<file path="src/rtl/button_debouncer_if.sv">
// Button debouncer bundle: synchronised inputs, debounced levels/pulses and the press-event handshake.
// btn_release exists only when BUTTON_DEBOUNCER_RELEASE_EN is defined.
interface button_debouncer_if #(
    parameter int N_BUTTONS = 4,
    parameter int ID_W      = 2
);
    logic [N_BUTTONS-1:0] btn_sync;
    logic [N_BUTTONS-1:0] btn_level;
    logic [N_BUTTONS-1:0] btn_press;
`ifdef BUTTON_DEBOUNCER_RELEASE_EN
    logic [N_BUTTONS-1:0] btn_release;
`endif
    logic                 press_valid;
    logic [ID_W-1:0]      press_id;
    logic                 press_ready;
    logic                 press_overrun;

    modport master (
        input  btn_sync,
        input  press_ready,
        output btn_level,
        output btn_press,
        output press_valid,
        output press_id,
        output press_overrun
`ifdef BUTTON_DEBOUNCER_RELEASE_EN
        , output btn_release
`endif
    );

    modport slave (
        output btn_sync,
        output press_ready,
        input  btn_level,
        input  btn_press,
        input  press_valid,
        input  press_id,
        input  press_overrun
`ifdef BUTTON_DEBOUNCER_RELEASE_EN
        , input  btn_release
`endif
    );
endinterface

</file>
<file path="src/rtl/button_debouncer.sv">
// Multi-channel debouncer with per-channel stability FSMs and a one-entry press-event register.
// Optional release pulses are enabled by defining BUTTON_DEBOUNCER_RELEASE_EN.
module button_debouncer #(
    parameter int N_BUTTONS       = 4,
    parameter int DEBOUNCE_CYCLES = 50000
) (
    input  logic               clk,
    input  logic               reset,
    button_debouncer_if.master bus
);
    localparam int CNT_W = $clog2(DEBOUNCE_CYCLES);
    localparam int ID_W  = (N_BUTTONS > 1) ? $clog2(N_BUTTONS) : 1;
    localparam logic [CNT_W-1:0] CNT_MAX = CNT_W'(DEBOUNCE_CYCLES - 1);

    typedef enum logic [1:0] {
        STABLE_LOW,
        RISING,
        STABLE_HIGH,
        FALLING
    } state_t;

    logic [N_BUTTONS-1:0] press_vec;

    genvar gi;
    generate
        for (gi = 0; gi < N_BUTTONS; gi++) begin : g_chan
            state_t           state_reg;
            logic [CNT_W-1:0] cnt_reg;
            logic             level_reg;
            logic             press_reg;
`ifdef BUTTON_DEBOUNCER_RELEASE_EN
            logic             release_reg;
`endif

            // cnt_reg counts consecutive samples disagreeing with the debounced level
            always_ff @(posedge clk or posedge reset) begin
                if (reset) begin
                    state_reg   <= STABLE_LOW;
                    cnt_reg     <= '0;
                    level_reg   <= 1'b0;
                    press_reg   <= 1'b0;
`ifdef BUTTON_DEBOUNCER_RELEASE_EN
                    release_reg <= 1'b0;
`endif
                end else begin
                    press_reg   <= 1'b0;
`ifdef BUTTON_DEBOUNCER_RELEASE_EN
                    release_reg <= 1'b0;
`endif
                    case (state_reg)
                        STABLE_LOW: begin
                            if (bus.btn_sync[gi]) begin
                                state_reg <= RISING;
                                cnt_reg   <= CNT_W'(1);
                            end
                        end
                        RISING: begin
                            if (!bus.btn_sync[gi]) begin
                                state_reg <= STABLE_LOW;
                                cnt_reg   <= '0;
                            end else if (cnt_reg == CNT_MAX) begin
                                state_reg <= STABLE_HIGH;
                                cnt_reg   <= '0;
                                level_reg <= 1'b1;
                                press_reg <= 1'b1;
                            end else begin
                                cnt_reg <= cnt_reg + CNT_W'(1);
                            end
                        end
                        STABLE_HIGH: begin
                            if (!bus.btn_sync[gi]) begin
                                state_reg <= FALLING;
                                cnt_reg   <= CNT_W'(1);
                            end
                        end
                        FALLING: begin
                            if (bus.btn_sync[gi]) begin
                                state_reg <= STABLE_HIGH;
                                cnt_reg   <= '0;
                            end else if (cnt_reg == CNT_MAX) begin
                                state_reg   <= STABLE_LOW;
                                cnt_reg     <= '0;
                                level_reg   <= 1'b0;
`ifdef BUTTON_DEBOUNCER_RELEASE_EN
                                release_reg <= 1'b1;
`endif
                            end else begin
                                cnt_reg <= cnt_reg + CNT_W'(1);
                            end
                        end
                        default: begin
                            state_reg <= STABLE_LOW;
                            cnt_reg   <= '0;
                        end
                    endcase
                end
            end

            assign bus.btn_level[gi] = level_reg;
            assign press_vec[gi]     = press_reg;
`ifdef BUTTON_DEBOUNCER_RELEASE_EN
            assign bus.btn_release[gi] = release_reg;
`endif
        end
    endgenerate

    assign bus.btn_press = press_vec;

    logic [ID_W-1:0] win_id;
    logic            multi_press;
    logic            load_ok;
    logic            press_valid_reg;
    logic [ID_W-1:0] press_id_reg;
    logic            press_overrun_reg;

    // Lowest-index pressed channel wins arbitration
    always_comb begin
        win_id = '0;
        for (int i = N_BUTTONS - 1; i >= 0; i--) begin
            if (press_vec[i]) win_id = ID_W'(i);
        end
    end

    assign multi_press = |(press_vec & (press_vec - N_BUTTONS'(1)));
    assign load_ok     = ~press_valid_reg | bus.press_ready;

    always_ff @(posedge clk or posedge reset) begin
        if (reset) begin
            press_valid_reg   <= 1'b0;
            press_id_reg      <= '0;
            press_overrun_reg <= 1'b0;
        end else begin
            press_overrun_reg <= 1'b0;
            if (|press_vec) begin
                if (load_ok) begin
                    press_valid_reg   <= 1'b1;
                    press_id_reg      <= win_id;
                    press_overrun_reg <= multi_press;
                end else begin
                    press_overrun_reg <= 1'b1;
                end
            end else if (press_valid_reg && bus.press_ready) begin
                press_valid_reg <= 1'b0;
            end
        end
    end

    assign bus.press_valid   = press_valid_reg;
    assign bus.press_id      = press_id_reg;
    assign bus.press_overrun = press_overrun_reg;
endmodule

</file>
<file path="src/flat_wrapper.sv">
// flat-port wrapper written by rule: the top's interface ports become plain ports
module button_debouncer_flat 
#(
    parameter int N_BUTTONS       = 4,
    parameter int DEBOUNCE_CYCLES = 50000
)
  (clk, reset, bus_btn_sync, bus_press_ready, bus_btn_level, bus_btn_press, bus_press_valid, bus_press_id, bus_press_overrun);
  button_debouncer_if #(.N_BUTTONS(N_BUTTONS), .ID_W(2)) bus_i ();
  input  logic clk;
  input  logic reset;
  input wire logic [$bits(bus_i.btn_sync)-1:0] bus_btn_sync;
  input wire logic [$bits(bus_i.press_ready)-1:0] bus_press_ready;
  output wire logic [$bits(bus_i.btn_level)-1:0] bus_btn_level;
  output wire logic [$bits(bus_i.btn_press)-1:0] bus_btn_press;
  output wire logic [$bits(bus_i.press_valid)-1:0] bus_press_valid;
  output wire logic [$bits(bus_i.press_id)-1:0] bus_press_id;
  output wire logic [$bits(bus_i.press_overrun)-1:0] bus_press_overrun;
  assign bus_i.btn_sync = bus_btn_sync;
  assign bus_i.press_ready = bus_press_ready;
  assign bus_btn_level = bus_i.btn_level;
  assign bus_btn_press = bus_i.btn_press;
  assign bus_press_valid = bus_i.press_valid;
  assign bus_press_id = bus_i.press_id;
  assign bus_press_overrun = bus_i.press_overrun;
  button_debouncer #(.N_BUTTONS(N_BUTTONS), .DEBOUNCE_CYCLES(DEBOUNCE_CYCLES)) u_core (.clk(clk), .reset(reset), .bus(bus_i));
endmodule
</file>
<file path="config.mk">
export PLATFORM = sky130hd
export DESIGN_NAME = button_debouncer_flat
export DESIGN_NICKNAME = d
export VERILOG_FILES = /design/src/rtl/button_debouncer_if.sv /design/src/rtl/button_debouncer.sv /design/src/flat_wrapper.sv
export SDC_FILE = /design/constraint.sdc
export NUM_CORES = 1
export LEC_CHECK = 0
export BUFFER_PORTS_ARGS = -buffer_cell sky130_fd_sc_hd__buf_2
export CAP_MARGIN = 25
export CORE_MARGIN = 2
export CORE_UTILIZATION = 28
export CTS_CLUSTER_DIAMETER = 50
export CTS_CLUSTER_SIZE = 12
export DETAILED_ROUTE_END_ITERATION = 16
export GPL_TIMING_DRIVEN = 1
export PLACE_DENSITY = 0.45
export SLEW_MARGIN = 20
export SYNTH_ARGS = -nofsm -noshare
export SYNTH_HDL_FRONTEND = slang
export SYNTH_SLANG_ARGS = --single-unit
</file>
<file path="constraint.sdc">
create_clock -name clk -period 7.4 [get_ports clk]
set_clock_uncertainty 0.15 [all_clocks]
set_input_delay 0 -clock clk [delete_from_list [all_inputs] [get_ports clk]]
set_output_delay 0 -clock clk [all_outputs]
set_load 0.005 [all_outputs]
</file>
==> impl_metrics.ini <==
[status]
status = finished, final reports clean

[logic_synthesis]
synth_edf_count = 0
ys.flop_type = dfrtp_1
yosysTopAreaCell = dfrtp_1
syn_area_sq_um = 4490
yosysWarnings = 0
post_synth.cell_area_avg_sq_um = 9.14
ys_types = 54
syn_nets = 502
yosysTopAreaCellShare = 0.468
yosysSeqAreaShare = 0.468
synthArstFlopShare = 1.00
ys_top_cells_by_area = dfrtp_1, nand3_1, nand2_1
syn_inst = 491
ys_ff_latch = 84

[cts]
clockBufferDepth = 2
root_buffer = clkbuf_16
cts.sinks = 84
htree_levels = 3
ctsHoldBuffers = 6
cts_tree = built
cts_resized = 0
post-cts-setup-buffers = 0
insertion_delay_ps = 340
cts_made_buffers = 9
path_clk_slew_ps = 70

[final_layout]
regArea_sq_um = 2100
layout.nets = 517
n_fill_cell = 1673
multi_input_area_sq_um = 2250
diodes = 0
final_layout_size_suffix_gt1_frac = 0.0980
stdcell_area_sq_um = 5110
final_cell_mix = dfrtp_1, nand2_1, nor2_1, nand3_1, a21oi_1
largest_reg_flops = 64
mostFrequentLayoutCell = dfrtp_1
area_growth_pct = 13.8

[power_and_ir_drop]
powerDensity_nw_per_um2 = 196
p_total_uw = 1000
ir_drop_mv = 0.107
p_leak_uw = 0.00206

[worst_setup_path]
crit_required_ps = 7480
max_stage_delay_ps = 580
path_class = reg -> reg
cp-end-kind = flip-flop
reg2reg_depth = 5
rrSetupSlack_ps = 4980
crit_arrival_ps = 2500
r2r-end = u_core.g_chan[2].cnt_reg[15]$_DFFE_PP0P_
cp-start-kind = flip-flop
crit_path_cell_trace = or4b_4 > nor4_4 > nor2_2 > and3_1 > a211o_1
crit_slowest_cell = or4b_4
cp_max_fo = 18
reg2reg_from = u_core.g_chan[2].cnt_reg[10]$_DFFE_PP0P_

[routing]
vias = 3730
postRouteWirelength_um = 10300
ant_nets = 0
drcViolationCount = 0
drt-initial-drc-count = 304
firstDrtPassIters = 4
wl_per_cell_um = 14.1
drt-vias-per-instance = 5.14

[place]
gp_congestion = 0.767
place_area_sq_um = 4760
dp_hpwl_um = 6980
portBuffers = 18

[flow_run]
drv_cap = 0

[sta]
hold_slack_ps = 94.9
period_minus_slack_ps = 2420
post-route-period-util = 0.327
final-setup-viol-count = 0
worst_slew_pin_slew_ps = 797
setup_tns_ps = 0
report.final.slew_viol_count = 0
max_freq_mhz = 413
maxSlewHeadroom = 0.465
rsz0062_at_grt = no
finalHoldViolCount = 0

[global_route]
grt_pass1_vias = 3529
antenna_found_initial = 0
grt_first_pass_wirelength_um = 17900
gr-total-overflow = 0
grt_usage = 0.132
grt_max_degree = 57

[die]
rows = 46
die_h_um = 131
die_area_sq_um = 17100
die_width_um = 131
io_pins = 19
core-area_sq_um = 15800
initial_core_util = 0.285

[worst_hold_path]
hold_class = in -> async
==> power breakdown <==
| group | internal, uW | switching [uW] | total (uW) |
|---|---|---|---|
| sequential | 470 | 14.7 | 485 |
| clock | 267 | 189 | 456 |
| combinational | 21.4 | 39.4 | 60.9 |
| total | 759 | 243 | 1000 |
==> worst max path at each step <==
stage | start | endpoint
floorplan | reset | async pin
global placement | u_core.g_chan[1].cnt_reg[0]$_DFFE_PP0P_ | u_core.g_chan[1].cnt_reg[11]$_DFFE_PP0P_
detailed placement | u_core.g_chan[2].cnt_reg[10]$_DFFE_PP0P_ | u_core.g_chan[2].cnt_reg[15]$_DFFE_PP0P_
CTS | u_core.g_chan[2].cnt_reg[10]$_DFFE_PP0P_ | u_core.g_chan[2].cnt_reg[15]$_DFFE_PP0P_
global route | flip-flop | u_core.g_chan[3].cnt_reg[5]$_DFFE_PP0P_
finish | u_core.g_chan[2].cnt_reg[10]$_DFFE_PP0P_ | u_core.g_chan[2].cnt_reg[15]$_DFFE_PP0P_
==> per-stage QoR <==
step / util / worst slack (ps) / cells
6_report: 0.324 / 4980 / 726
5_1_grt: 0.324 / 4800 / 726
4_1_cts: 0.324 / 4980 / 726
3_5_place_dp: 0.302 / 5000 / 705
3_3_place_gp: 0.301 / 4740 / 705
2_1_floorplan: - / 5080 / 491
==> worst max-delay path: cells and delay by family, from the launching register on <==
kind,cells,cell delay (ps)
compound gates,1,250
flops,1,430
simple gates,4,1480
==> area by class of cell <==
type / instances / area share
clock inverter: 5 / 0.0103
multi-input combinational: 376 / 0.440
timing repair buffer: 25 / 0.0309
inverter: 10 / 0.00759
tap: 216 / 0.0529
sequential: 84 / 0.412
clock buffer: 10 / 0.0468
==> synth_stat cells (all sizes together), types with 5 or more instances <==
cell type  count
or3            8
a21oi         35
a31oi         26
buf           12
nor3          11
nor2          45
a22o          15
and2          11
nor4           8
nor4bb         5
nand3         39
xor2          11
o21ai         30
and4           6
inv           10
and3           5
or2            7
xnor2          5
nand4         16
dfrtp         84
clkbuf         9
nand2         49
==> cell families (layout without fill, tap and decap cells) <==
kind of cell             Yosys count  after routing  synth area share
multiplexers                       4              4           0.00892
AO/OA/AOI/OAI                    125            125             0.172
adder cells (fa/ha/maj)            5              5            0.0134
XOR/XNOR                          16             16            0.0312
AND/OR/NAND/NOR                  226            226             0.272
buffers and inverters             31             50            0.0340
flip-flops                        84             84             0.468
==> per-layer routing <==
layer / wire (um) / part of all wire / vias to the layer above / track usage
met1: 5160 / 0.50 / 1827 / 0.181
met3: 274 / 0.027 / 6 / 0.0354
met5: 0 / 0 / - / 0
met4: 119 / 0.012 / 0 / 0.0394
li1: - / - / 1848 / -
met2: 4710 / 0.46 / 49 / 0.205
No activity file was read; power rests on OpenSTA's default activity.
